<file path="src/rtl/riscv_pkg.sv">
// riscv_pkg: shared RV32 definitions for the fetch queue and the hazard unit.
// Contents: major opcode constants, the queue entry layout, the canonical NOP,
// and register-field extract helpers used by the pair-split rules.
package riscv_pkg;

    // Instruction word width. The entry layout is fixed to RV32.
    localparam int ILEN = 32;

    localparam logic [6:0] OPC_LOAD   = 7'b0000011;
    localparam logic [6:0] OPC_STORE  = 7'b0100011;
    localparam logic [6:0] OPC_BRANCH = 7'b1100011;
    localparam logic [6:0] OPC_JAL    = 7'b1101111;
    localparam logic [6:0] OPC_JALR   = 7'b1100111;
    localparam logic [6:0] OPC_OP     = 7'b0110011;
    localparam logic [6:0] OPC_OP_IMM = 7'b0010011;

    // addi x0, x0, 0
    localparam logic [ILEN-1:0] NOP_INSTR = 32'h0000_0013;

    typedef struct packed {
        logic [ILEN-1:0] pc;
        logic [ILEN-1:0] instr;
    } fetch_entry_t;

    function automatic logic [6:0] get_opcode(input logic [ILEN-1:0] instr);
        return instr[6:0];
    endfunction

    function automatic logic [4:0] get_rd(input logic [ILEN-1:0] instr);
        return instr[11:7];
    endfunction

    function automatic logic [4:0] get_rs1(input logic [ILEN-1:0] instr);
        return instr[19:15];
    endfunction

    function automatic logic [4:0] get_rs2(input logic [ILEN-1:0] instr);
        return instr[24:20];
    endfunction

    function automatic logic is_mem_op(input logic [6:0] opcode);
        return (opcode == OPC_LOAD) || (opcode == OPC_STORE);
    endfunction

endpackage

</file>
<file path="src/rtl/pair_issue_check.sv">
// pair_issue_check: decides how many head-of-queue instructions issue this
// cycle (0, 1 or 2). A pair is split when both are memory ops, when H1 reads
// a register H0 writes, or when H0 is a control transfer.
// Ports:
//   i_h0_instr, i_h1_instr : instructions at the queue head (H0 older)
//   i_count                : entries currently held
//   o_issue_n              : instructions to issue
module pair_issue_check
    import riscv_pkg::*;
#(
    parameter int CW = 4
) (
    input  logic [ILEN-1:0] i_h0_instr,
    input  logic [ILEN-1:0] i_h1_instr,
    input  logic [CW-1:0]   i_count,
    output logic [1:0]      o_issue_n
);

    logic [6:0] w_op0;
    logic [6:0] w_op1;
    logic [4:0] w_rd0;
    logic       w_mem_pair;
    logic       w_h0_writes;
    logic       w_raw;
    logic       w_ctrl;
    logic       w_split;

    assign w_op0 = get_opcode(i_h0_instr);
    assign w_op1 = get_opcode(i_h1_instr);
    assign w_rd0 = get_rd(i_h0_instr);

    assign w_mem_pair  = is_mem_op(w_op0) && is_mem_op(w_op1);
    // rs2 is compared for every format; an I-type immediate that aliases rd
    // costs one split cycle, never correctness.
    assign w_h0_writes = (w_op0 != OPC_STORE) && (w_op0 != OPC_BRANCH);
    assign w_raw       = w_h0_writes && (w_rd0 != 5'd0) &&
                         ((w_rd0 == get_rs1(i_h1_instr)) || (w_rd0 == get_rs2(i_h1_instr)));
    assign w_ctrl      = (w_op0 == OPC_BRANCH) || (w_op0 == OPC_JAL) || (w_op0 == OPC_JALR);
    assign w_split     = w_mem_pair || w_raw || w_ctrl;

    // NOTE: every always_comb output gets a default first so no path can infer a latch.
    always_comb begin
        o_issue_n = 2'd2;
        if (i_count == '0) begin
            o_issue_n = 2'd0;
        end else if ((i_count == CW'(1)) || w_split) begin
            // With one entry H1 is stale; the count test wins before split matters.
            o_issue_n = 2'd1;
        end
    end

endmodule

</file>
<file path="src/rtl/dual_issue_fetch_queue.sv">
// dual_issue_fetch_queue: buffers fetch bundles (one or two instructions) in a
// circular queue and issues up to two instructions per cycle into the slot-0 /
// slot-1 IF/ID registers, splitting pairs that cannot issue together.
// Ports:
//   fetch_valid/pc/instr0/instr1/v1 : fetch bundle; instr1 sits at pc+4
//   fetch_ready                     : room for a full bundle (current count only)
//   stall_d                         : hold IF/ID outputs, no dequeue
//   flush                           : empty queue and invalidate outputs
//   id_valid*/id_instr*/id_pc*      : issued slots, slot 0 is older
//   occupancy                       : entries held
module dual_issue_fetch_queue
    import riscv_pkg::*;
#(
    parameter int DEPTH = 8,
    parameter int XLEN  = 32
) (
    input  logic                       clk,
    input  logic                       rst_n,
    input  logic                       fetch_valid,
    input  logic [XLEN-1:0]            fetch_pc,
    input  logic [XLEN-1:0]            fetch_instr0,
    input  logic [XLEN-1:0]            fetch_instr1,
    input  logic                       fetch_v1,
    output logic                       fetch_ready,
    input  logic                       stall_d,
    input  logic                       flush,
    output logic                       id_valid0,
    output logic                       id_valid1,
    output logic [XLEN-1:0]            id_instr0,
    output logic [XLEN-1:0]            id_instr1,
    output logic [XLEN-1:0]            id_pc0,
    output logic [XLEN-1:0]            id_pc1,
    output logic [$clog2(DEPTH):0]     occupancy
);

    localparam int PW = $clog2(DEPTH);
    localparam int CW = PW + 1;

    fetch_entry_t  r_mem [DEPTH];
    logic [PW-1:0] r_rd_ptr;
    logic [PW-1:0] r_wr_ptr;
    logic [CW-1:0] r_count;

    fetch_entry_t  w_h0;
    fetch_entry_t  w_h1;
    logic          w_enq;
    logic [1:0]    w_enq_n;
    logic [1:0]    w_issue_n;
    logic [1:0]    w_deq_n;

    assign w_h0 = r_mem[r_rd_ptr];
    assign w_h1 = r_mem[r_rd_ptr + PW'(1)];

    assign fetch_ready = (CW'(DEPTH) - r_count) >= CW'(2);
    assign occupancy   = r_count;

    assign w_enq   = fetch_valid && fetch_ready && !flush;
    assign w_enq_n = w_enq ? (fetch_v1 ? 2'd2 : 2'd1) : 2'd0;
    assign w_deq_n = (flush || stall_d) ? 2'd0 : w_issue_n;

    pair_issue_check #(
        .CW (CW)
    ) u_pair_check (
        .i_h0_instr (w_h0.instr),
        .i_h1_instr (w_h1.instr),
        .i_count    (r_count),
        .o_issue_n  (w_issue_n)
    );

    // NOTE: storage has no reset; only entries below count are ever consumed,
    // so clearing the array would just add reset fan-out.
    always_ff @(posedge clk) begin
        if (w_enq) begin
            r_mem[r_wr_ptr] <= '{pc: fetch_pc, instr: fetch_instr0};
            if (fetch_v1) begin
                r_mem[r_wr_ptr + PW'(1)] <= '{pc: fetch_pc + XLEN'(4), instr: fetch_instr1};
            end
        end
    end

    // NOTE: sequential state uses non-blocking assignments so every register
    // samples pre-edge values regardless of statement order.
    always_ff @(posedge clk or negedge rst_n) begin
        if (!rst_n) begin
            r_rd_ptr <= '0;
            r_wr_ptr <= '0;
            r_count  <= '0;
        end else if (flush) begin
            r_rd_ptr <= r_wr_ptr;
            r_count  <= '0;
        end else begin
            r_wr_ptr <= r_wr_ptr + PW'(w_enq_n);
            r_rd_ptr <= r_rd_ptr + PW'(w_deq_n);
            r_count  <= r_count + CW'(w_enq_n) - CW'(w_deq_n);
        end
    end

    always_ff @(posedge clk or negedge rst_n) begin
        if (!rst_n) begin
            id_valid0 <= 1'b0;
            id_valid1 <= 1'b0;
            id_instr0 <= '0;
            id_instr1 <= '0;
            id_pc0    <= '0;
            id_pc1    <= '0;
        end else if (flush) begin
            id_valid0 <= 1'b0;
            id_valid1 <= 1'b0;
            id_instr0 <= NOP_INSTR;
            id_instr1 <= NOP_INSTR;
            id_pc0    <= '0;
            id_pc1    <= '0;
        end else if (!stall_d) begin
            id_valid0 <= (w_issue_n >= 2'd1);
            id_valid1 <= (w_issue_n == 2'd2);
            id_instr0 <= (w_issue_n >= 2'd1) ? w_h0.instr : NOP_INSTR;
            id_pc0    <= (w_issue_n >= 2'd1) ? w_h0.pc    : '0;
            id_instr1 <= (w_issue_n == 2'd2) ? w_h1.instr : NOP_INSTR;
            id_pc1    <= (w_issue_n == 2'd2) ? w_h1.pc    : '0;
        end
    end

endmodule

</file>
<file path="config.mk">
export PLATFORM = sky130hd
export DESIGN_NAME = dual_issue_fetch_queue
export DESIGN_NICKNAME = d
export VERILOG_FILES = /design/src/rtl/riscv_pkg.sv /design/src/rtl/pair_issue_check.sv /design/src/rtl/dual_issue_fetch_queue.sv
export SDC_FILE = /design/constraint.sdc
export NUM_CORES = 1
export LEC_CHECK = 0
export ABC_AREA = 1
export CAP_MARGIN = 20
export CELL_PAD_IN_SITES_DETAIL_PLACEMENT = 0
export CELL_PAD_IN_SITES_GLOBAL_PLACEMENT = 1
export CORE_ASPECT_RATIO = 1.75
export CORE_MARGIN = 3
export CORE_UTILIZATION = 42
export DETAILED_ROUTE_END_ITERATION = 6
export GPL_ROUTABILITY_DRIVEN = 0
export PLACE_DENSITY = 0.8
export SLEW_MARGIN = 30
export SYNTH_ARGS = -nofsm -noshare
export SYNTH_HDL_FRONTEND = slang
export SYNTH_SLANG_ARGS = --single-unit
</file>
<file path="constraint.sdc">
create_clock -name clk -period 12.8 [get_ports clk]
set_input_delay 1.28 -clock clk [delete_from_list [all_inputs] [get_ports clk]]
set_output_delay 1.28 -clock clk [all_outputs]
set_load 0.02 [all_outputs]
</file>
; ---- Yosys cells after proc, flatten, opt, wreduce, memory -nomap -nowiden
; Memories as Yosys holds them, arrays and structs flattened.
; Index checks and enable logic that the tools add are counted.
[word_totals]
elab_cells = 80
register_bits = 140
mem_bits_rw = 512
memories = 1
out_inout_bits = 135
[classes]
n_addsub = 8
n_lt_le_gt_ge = 2
muxes = 28
reduce_logical = 18
eq_ne = 14
[memory_table]
columns = name, words, word_bits, read_ports, rd_clocked_by_memory_dff, wr, line_no
row1 = r_mem, 8, 64, 2, 0, 2, dual_issue_fetch_queue.sv:39  ; fetch_entry_t r_mem [DEPTH];
[op_table]
columns = operator, count
row1 = 32-bit 2-to-1 mux, 12
row2 = 32-bit by 3-bit adder with 32-bit output (second input constant), 1
row3 = 7-bit == test (second input constant), 3
row4 = 7-bit by 2-bit == test with 1-bit output (second input constant), 2
row5 = 7-bit by 6-bit == test with 1-bit output (second input constant), 2
row6 = 5-bit == test, 2
row7 = 2-bit 2-to-1 mux, 5
row8 = 1-bit logical OR, 9
row9 = 1-bit 2-to-1 mux, 9
row10 = 7-bit by 6-bit inequality test with 1-bit output (second input constant), 1
row11 = 7-bit inequality test (second input constant), 1
row12 = 3-bit by 1-bit adder with 3-bit output (second input constant), 2
row13 = 3-bit by 2-bit adder with 3-bit output, 2
row14 = 1-bit logical AND, 6
row15 = 5-bit nonzero test, 1
row16 = 4-bit by 2-bit adder with 4-bit output, 1
row17 = 4-bit by 1-bit == test with 1-bit output (second input constant), 1
row18 = 4-bit by 2-bit >= comparator with 1-bit output (second input constant), 1
row19 = 4-bit logical NOT, 1
row20 = 4-bit 2-to-1 mux, 1
row21 = 4-bit by 2-bit subtractor with 4-bit output, 1
row22 = 4-bit subtractor (first input constant), 1
row23 = 3-bit 2-to-1 mux, 1
row24 = 2-bit == test (second input constant), 1
row25 = other kinds (3), 3

; ---- Logic depth before layout (Yosys ltp)
; Gate-level depths: netlist of the first run.
; An unclocked memory read counts as a cell.
[depth]
word_depth = 14
depth_mapped = 24
mapped_depth_nobuf = 22

; ---- By module
; From an unflattened synthesis of the first run, not the netlist that was laid out.
[hier_totals]
cells_unflattened = 5030
area_unflattened_um2 = 38495.7
[modules_own_cells]
columns = module, instances, area_each_um2, cells_each
row1 = dual_issue_fetch_queue, 1, 38191.6, 4958
row2 = pair_issue_check, 1, 304.0, 72

; ---- Worst setup path after synthesis of the first run
; No wires, ideal clock.
[synth_timing]
kind = input-to-reg
startpoint = in flush
endpoint = mem r_mem[1][0] (netlist name), enable pin
setup_slack_ps = 5675
required_ps = 12220
path_stages = 4
arrival_ps = 6545
cell_sequence = buf_2 > clkinv_1 > nand3_2 > o31ai_1
[synth_rtl]
columns = item, line_no
row1 = from (decl), dual_issue_fetch_queue.sv:26  ; input logic flush,
row2 = to (decl), dual_issue_fetch_queue.sv:39

; ---- Final worst setup path of the first run
[layout_timing]
startpoint = reg r_rd_ptr[0]
endpoint = reg r_count[3] (netlist: occupancy[3])
[layout_via]
elab_chain_len = 13
[layout_rtl]
columns = item, line_no
row1 = from (decl), dual_issue_fetch_queue.sv:40  ; logic [PW-1:0] r_rd_ptr;
row2 = from (signal assigned), dual_issue_fetch_queue.sv:89  ; r_rd_ptr <= r_wr_ptr;
row3 = from (signal assigned), dual_issue_fetch_queue.sv:93  ; r_rd_ptr <= r_rd_ptr + PW'(w_deq_n);
row4 = 3-bit by 1-bit adder with 3-bit output / memory 8 x 64 bit (equally long branches), n/a
row5 = memory 8 x 64 bit (*), n/a
row6 = 7-bit by 2-bit == test with 1-bit output (tied with other cells), riscv_pkg.sv:42  ; return (opcode == OPC_LOAD) || (opcode == OPC_STORE);
row7 = 1-bit logical OR (tied with other cells), riscv_pkg.sv:42
row8 = "1-bit logical AND, on equally long branches", "pair_issue_check.sv:32, pair_issue_check.sv:36"
row9 = 1-bit logical OR, pair_issue_check.sv:39  ; assign w_split = w_mem_pair || w_raw || w_ctrl;
row10 = 1-bit logical OR (*), pair_issue_check.sv:39
row11 = 1-bit logical OR (*), pair_issue_check.sv:46  ; end else if ((i_count == CW'(1)) || w_split) begin
row12 = 2-bit 2-to-1 mux (*), pair_issue_check.sv:46
row13 = 2-bit 2-to-1 mux (*), pair_issue_check.sv:44  ; if (i_count == '0) begin
row14 = 2-bit 2-to-1 mux (*), dual_issue_fetch_queue.sv:59  ; assign w_deq_n = (flush || stall_d) ? 2'd0 : w_issue_n;
row15 = 4-bit by 2-bit subtractor with 4-bit output (*), dual_issue_fetch_queue.sv:94  ; r_count <= r_count + CW'(w_enq_n) - CW'(w_deq_n);
row16 = 4-bit 2-to-1 mux (*), dual_issue_fetch_queue.sv:88  ; end else if (flush) begin
row17 = to (signal assigned), dual_issue_fetch_queue.sv:94
row18 = to (decl), dual_issue_fetch_queue.sv:42  ; logic [CW-1:0] r_count;
; Mark *: on every way between the ends. The rest lies on a longest branch, timed or not.
; A chain may end at the register's enable or synchronous reset.

==> reports/metrics.yaml, run 1 <==
status: "finished, final reports clean"
cts_buffer_depth: 3
core_area_um2: 86800
num_rows: 143
post_cts_buffers: 0
switchingPower_mw: 4.11
fin_cells: 5564
layout-drive-gt1-share_pct: 5.52
cts_hold_buf: 0
grt_usage_pct: 27.7
dieArea_um2: 91300
grt_max_degree: 272
drc_errors: 0
hold_viol_final: 0
finalCriticalPeriod_ps: 6500
ant_nets: 0
cts_sinks: 652
dr.pass1.iters: 6
globalRouteOverflowTotal: 0
synth_seq_cells: 652
dpl.cell_count: 5437
p_int_mw: 5.25
setup_tns_ps: 0
initial_core_util_pct: 42.4
drv_cap: 0
synth_fp_nets: 4515
endpoint_kind: "flip-flop"
synth-seq-area-share_pct: 51.3
cp_data_arrival_time_ps: 7070
worst-setup-path-type: "flip-flop to flip-flop"
leakage_nw: 17.2
syn2layout_area_growth_pct: 13.1
yosysWarnings: 0
skew_ps: 28.3
grt_pass1_wl_um: 191000
clk_latency_ps: 660
clkPwrFrac_pct: 22.1
drv_slew: 0
synth_area_um2: 36800
wire_per_inst_um: 23.2
avgViaCountPerCell: 5.78
synth.distinct_cells: 48
h-tree-depth: 3
cts-root-buf: "clkbuf_16"
fin_hold_ws_ps: 477
drt-initial-drc-count: 3205
routed-via-count: 32200
netlist_instances: 4396
tightest_slew_ps: 1070
period_share_pct: 50.8
avgSynthCellArea_um2: 8.37
worst_ep_required_time_ps: 13370
nets: 4465
p_comb_share_pct: 46.1
worst-path-max-fanout: 150
drt-total-wl_um: 129000
cts_resized: 0
switching_share_pct: 43.9
vdd_drop_max_uv: 175
io_buffers: 236
hold_class: "flip-flop to flip-flop"
io_pins: 237
cts_buffers: 66
place_hpwl_um: 73600
grt_pass1_vias: 30600
die_h_um: 398
antenna_found_initial: 8
clk_pin_slew_ps: 70
powerDensity_nw_per_um2: 225
seq_power_share_pct: 31.9
rsz0062_at_grt: "no"
fmax_mhz: 154
die_w_um: 230
slew-limit-headroom_pct: 28.7
start_kind: "flip-flop"
finalSetupViolations: 0
cts_tree: "done"
[through the flow]
| stage | total power, mW | utilization (%) | setup WS [ps] | cell area, µm² |
|---|---|---|---|---|
| after floorplan | 5.80 | - | 5680 | 36800 |
| after CTS | 9.36 | 47.9 | 6330 | 41500 |
| final | 9.36 | 47.9 | 6300 | 41600 |
| after global placement | 7.27 | 45.3 | 6380 | 39300 |
| after global routing | 9.87 | 47.9 | 5900 | 41600 |
| after detailed placement | 7.29 | 45.3 | 6350 | 39300 |
[critical path, stage by stage (launching register included)]
cell	delay, ps
dfrtp_4	730
inv_8	680
buf_4	840
buf_4	830
nand2_1	110
nand3_1	100
nand2_1	90
o21ai_0	360
nand2_1	90
nand2_1	90
nor2_1	50
nand3_1	60
nand2_1	90
nand2_4	450
nand2_1	130
nor2_2	160
inv_2	70
fa_1	500
ha_1	300
a21o_1	160
a21oi_1	160
o21ai_0	100
a21oi_1	120
[sequential cells by signal (all words and copies together) (netlist names)]
name,flops
r_rd_ptr,3
id_valid1,1
r_wr_ptr,3
id_instr1,32
id_instr0,32
id_pc0,32
id_valid0,1
id_pc1,32
r_mem,512
occupancy,4
[power groups by stage]
| stage | Clock (mW) | Sequential, mW | Combinational, mW |
|---|---|---|---|
| finish | 2.07 | 2.98 | 4.31 |
| global route | 2.17 | 3.02 | 4.68 |
| CTS | 2.09 | 2.98 | 4.28 |
| detailed placement | 0 | 3.02 | 4.27 |
| global placement | 0 | 3.02 | 4.25 |
| floorplan | 0 | 3.15 | 2.66 |
[final timing paths]
check / start / slack [ps] / cells past startpoint / to
worst min register to register: id_instr0[23]$_DFFE_PN0P_ / 480 / 2 / id_instr0[23]$_DFFE_PN0P_
worst max register to register: r_rd_ptr[0]$_DFF_PN0_ / 6300 / 22 / occupancy[3]$_DFF_PN0_
max in group asynchronous: rst_n / 10990 / 2 / r_rd_ptr[1]$_DFF_PN0_
worst min-delay path: id_instr0[23]$_DFFE_PN0P_ / 480 / 2 / id_instr0[23]$_DFFE_PN0P_
worst max-delay path: r_rd_ptr[0]$_DFF_PN0_ / 6300 / 22 / occupancy[3]$_DFF_PN0_
min in group asynchronous: rst_n / 600 / 1 / occupancy[0]$_DFF_PN0_
[cell usage in the layout, fill, tap and decap left out, types with 13 or more instances in the layout]
| cell | count |
|---|---|
| nand2_1 | 1243 |
| o21ai_0 | 736 |
| edfxtp_1 | 512 |
| inv_1 | 253 |
| a21oi_1 | 244 |
| clkdlybuf4s50_1 | 235 |
| nor2_1 | 203 |
| nand3_1 | 173 |
| dfrtp_1 | 137 |
| clkbuf_16 | 73 |
| nand4_1 | 70 |
| o221ai_1 | 67 |
| o21ai_1 | 64 |
| a32o_1 | 51 |
| a221oi_1 | 50 |
| buf_4 | 45 |
| or2_2 | 29 |
| xor2_1 | 26 |
| o211ai_1 | 19 |
| o22ai_1 | 14 |
| clkbuf_1 | 13 |
[per-layer routing]
layer | track usage (%) | up-vias | wire [µm]
met5 | 0 | - | 13
met4 | 13.4 | 2 | 5950
met3 | 3.82 | 331 | 9180
met2 | 48.5 | 1431 | 64400
met1 | 33.5 | 15300 | 49700
li1 | - | 15100 | -
[synth_stat cells, drive strengths merged]
cell type  instances  area share [%]
nor3               8            0.15
clkbuf           176             1.8
inv              262             2.7
dfrtp            140             9.5
a31oi              3           0.051
o211ai            20            0.42
xnor2             10            0.31
clkinv             2           0.020
nor4               4            0.15
fa                 4            0.22
o31ai              9            0.18
ha                13            0.44
nand2           1258              13
a21oi            245             3.3
o221ai            67             1.6
edfxtp           512              42
buf              229             3.5
nand4             71             1.2
a32o              51             1.4
or2               29            0.49
o22ai             14            0.24
a21o               1           0.020
a221oi            50             1.2
nor2             214             2.3
xor2              29            0.81
o21ai            801              11
nand3            174             2.4
[layout make-up]
class | count | area, µm²
Antenna cell | 5 | 12.5
Clock buffer | 92 | 1960
Clock inverter | 29 | 294
Fill cell | 8167 | 45200
Inverter | 264 | 1010
Multi-Input combinational cell | 3075 | 15200
Sequential cell | 652 | 18900
Tap cell | 1160 | 1450
Timing Repair Buffer | 287 | 2790
[kinds of logic (layout without fill, tap and decap cells)]
logic type / count (synthesis) / count (layout) / synth area share [%]
simple gates: 1758 / 1758 / 19.6
fa+ha+maj: 17 / 17 / 0.660
other cells: 0 / 5 / 0
flops: 652 / 652 / 51.3
xor+xnor: 39 / 39 / 1.12
buf+inv: 669 / 672 / 7.99
compound gates: 1261 / 1261 / 19.3
Power figures use the tool's default switching activity.
==> run 2: changes to the inputs <==
- clock period: 12.8 -> 6.3 ns (I/O delays scaled with it)
==> run 2 against run 1 <==
  * Via count about the same
  * Clock skew increased by 15 ps
  * Sequential power is 100% higher
  * Sequential share of layout area decreased by 0.061 points
  * Clock-buffer cell count fell by 4
  * Largest cell class unchanged
  * Largest power group unchanged
==> reports/metrics.yaml, run 2 (same netlist as run 1, synthesis figures left out) <==
worst_ep_required_time_ps: 6880  # -6490 ps
cts_sinks: 652  # unchanged
clk_pin_slew_ps: 60  # about the same
path_delay_family: "compound AO/OA/AOI/OAI gates"
vdd_drop_max_uv: 487  # +180%
drv_cap: 0  # unchanged
core_area_um2: 86800  # unchanged
tightest_slew_ps: 1020  # -47.4 ps
num_rows: 143  # unchanged
seq_power_share_pct: 31.8  # about the same
path_cells: "clkinv_2, o21ai_1, nand2_1, nand2_1, nor2_1, nand3_1, nand2_1, nand2_4, nand2_1, nor2_2, inv_2, fa_1, ha_1, a21o_1, a21oi_1, o21ai_0, a21oi_1"
grt_pass1_vias: 31500  # +2.9%
fmax_mhz: 204  # +33%
dr.pass1.iters: 6  # unchanged
cp_data_arrival_time_ps: 5470  # -1600 ps
wire_per_inst_um: 22.9  # -1.4%
largest_register_ffs: 512  # unchanged
drc_errors: 0  # unchanged
rsz0062_at_grt: "no"
start_kind: "flip-flop"
avgViaCountPerCell: 5.77  # -0.21%
ant_nets: 0  # unchanged
routed-via-count: 32200  # -0.016%
grt_usage_pct: 27.6  # -0.15 points
endpoint_kind: "flip-flop"
final_cell_mix: "nand2_1, o21ai_0, edfxtp_1"
p_int_mw: 10.5  # +100%
skew_ps: 43.1  # +14.8 ps
place_hpwl_um: 76700  # +4.2%
h-tree-depth: 3  # unchanged
worst-path-max-fanout: 43  # -71%
setup_tns_ps: 0  # unchanged
cts_buffer_depth: 3  # unchanged
dieArea_um2: 91300  # unchanged
post_cts_buffers: 0  # unchanged
clk_latency_ps: 670  # about the same
cpPeakStageDelay_ps: 900  # +60 ps
hold_class: "flip-flop to flip-flop"
cpMostUsedCell: "nand2_1"
grt_pass1_wl_um: 192000  # +0.92%
min_from: "id_valid0$_DFFE_PN0P_"
switchingPower_mw: 8.48  # +110%
cts_resized: 0  # unchanged
drv_slew: 0  # unchanged
drt-initial-drc-count: 3204  # -0.031%
hold_path_depth: 2  # unchanged
worst-path-buf-inv: 2  # -2
hold_end: "id_valid0$_DFFE_PN0P_"
worst-setup-path-type: "flip-flop to flip-flop"
rrSetupSlack_ps: 1400  # -4900 ps
ff2ff_path_depth: 17  # -23%
powerDensity_nw_per_um2: 456  # +100%
crit-reg2reg-launch: "r_rd_ptr[2]$_DFF_PN0_"
finalSetupViolations: 0  # unchanged
syn2layout_area_growth_pct: 13.2
fin_hold_ws_ps: 470  # -7.27 ps
slew-limit-headroom_pct: 31.9  # +3.2 points
p_total_mw: 19.0  # +100%
cts-root-buf: "clkbuf_16"
grt_max_degree: 242  # -11%
antenna_found_initial: 5  # -3
drt-total-wl_um: 128000  # -1.2%
die_h_um: 398  # unchanged
io_pins: 237  # unchanged
clkPwrFrac_pct: 21.2  # -0.9 points
nets: 4477  # +0.27%
finalCriticalPeriod_ps: 4900  # -1600 ps
cts_hold_buf: 1  # +1
status: "finished, final reports clean"
setup.worst_path.start: "r_rd_ptr[2]$_DFF_PN0_"
worstReg2RegEnd: "occupancy[3]$_DFF_PN0_"
die_w_um: 230  # unchanged
initial_core_util_pct: 42.4  # unchanged
io_buffers: 236  # unchanged
hold_viol_final: 0  # unchanged
layout-drive-gt1-share_pct: 5.67  # +0.14 points
p_comb_share_pct: 47.0  # +0.9 points
leakage_nw: 17.2  # about the same
cts_tree: "done"
largest_register: "r_mem"
switching_share_pct: 44.7  # +0.79 points
slowest_stage: "clkinv_2"
period_share_pct: 77.7  # +27 points
cp.depth: 17  # -23%
final_common_cell: "nand2_1"
globalRouteOverflowTotal: 0  # unchanged
cts_buffers: 67  # +1.5%
[run 2: worst max-delay path by stage]
stage,slack (ps),endpoint
2_1_floorplan,-490,r_mem[1][0]$_DFFE_PP_
3_3_place_gp,1630,r_mem[0][40]$_DFFE_PP_
3_5_place_dp,1560,r_mem[0][40]$_DFFE_PP_
4_1_cts,1700,occupancy[3]$_DFF_PN0_
5_1_grt,1180,occupancy[3]$_DFF_PN0_
6_report,1400,occupancy[3]$_DFF_PN0_
[run 2: layout make-up]
cell class                      instances  area (µm²)
Antenna cell                            3        7.51
Clock buffer                           88        1880
Clock inverter                         35         253
Fill cell                            8210       45100
Inverter                              264        1010
Multi-Input combinational cell       3075       15200
Sequential cell                       652       18900
Tap cell                             1160        1450
Timing Repair Buffer                  298        2970
[run 2: per-stage QoR]
step	std cells	utilization, %	setup WS, ps	cell area, µm²
after floorplan	4396	-	-486	36800
after global placement	5445	45.4	1630	39400
after detailed placement	5446	45.4	1560	39400
after CTS	5570	47.9	1700	41600
after global routing	5574	48.0	1180	41600
final	5575	48.0	1400	41600
[run 2: layer usage]
layer	global-route usage, %	wire length [µm]	vias up
met2	49.2	64600	1371
met1	32.8	49000	15400
met5	0	11	-
li1	-	-	15100
met4	12.8	5640	2
met3	3.81	8530	279
[run 2: power by group through the flow]
stage               sequential, mW  clock, mW  combinational, mW
finish                        6.03       4.02               8.92
CTS                           6.03       4.08               8.86
detailed placement            6.11          0               8.82
floorplan                     6.39          0               5.39
global route                  6.11       4.25               9.70
global placement              6.11          0               8.77
[run 2: worst reg2reg max path, delay by kind of cell (launching register included)]
kind	cells	cell delay, ps
AND/OR/NAND/NOR	8	800
AO/OA/AOI/OAI	5	1360
adder cells (fa/ha/maj)	2	790
buffers and inverters	2	980
flip-flops	1	890
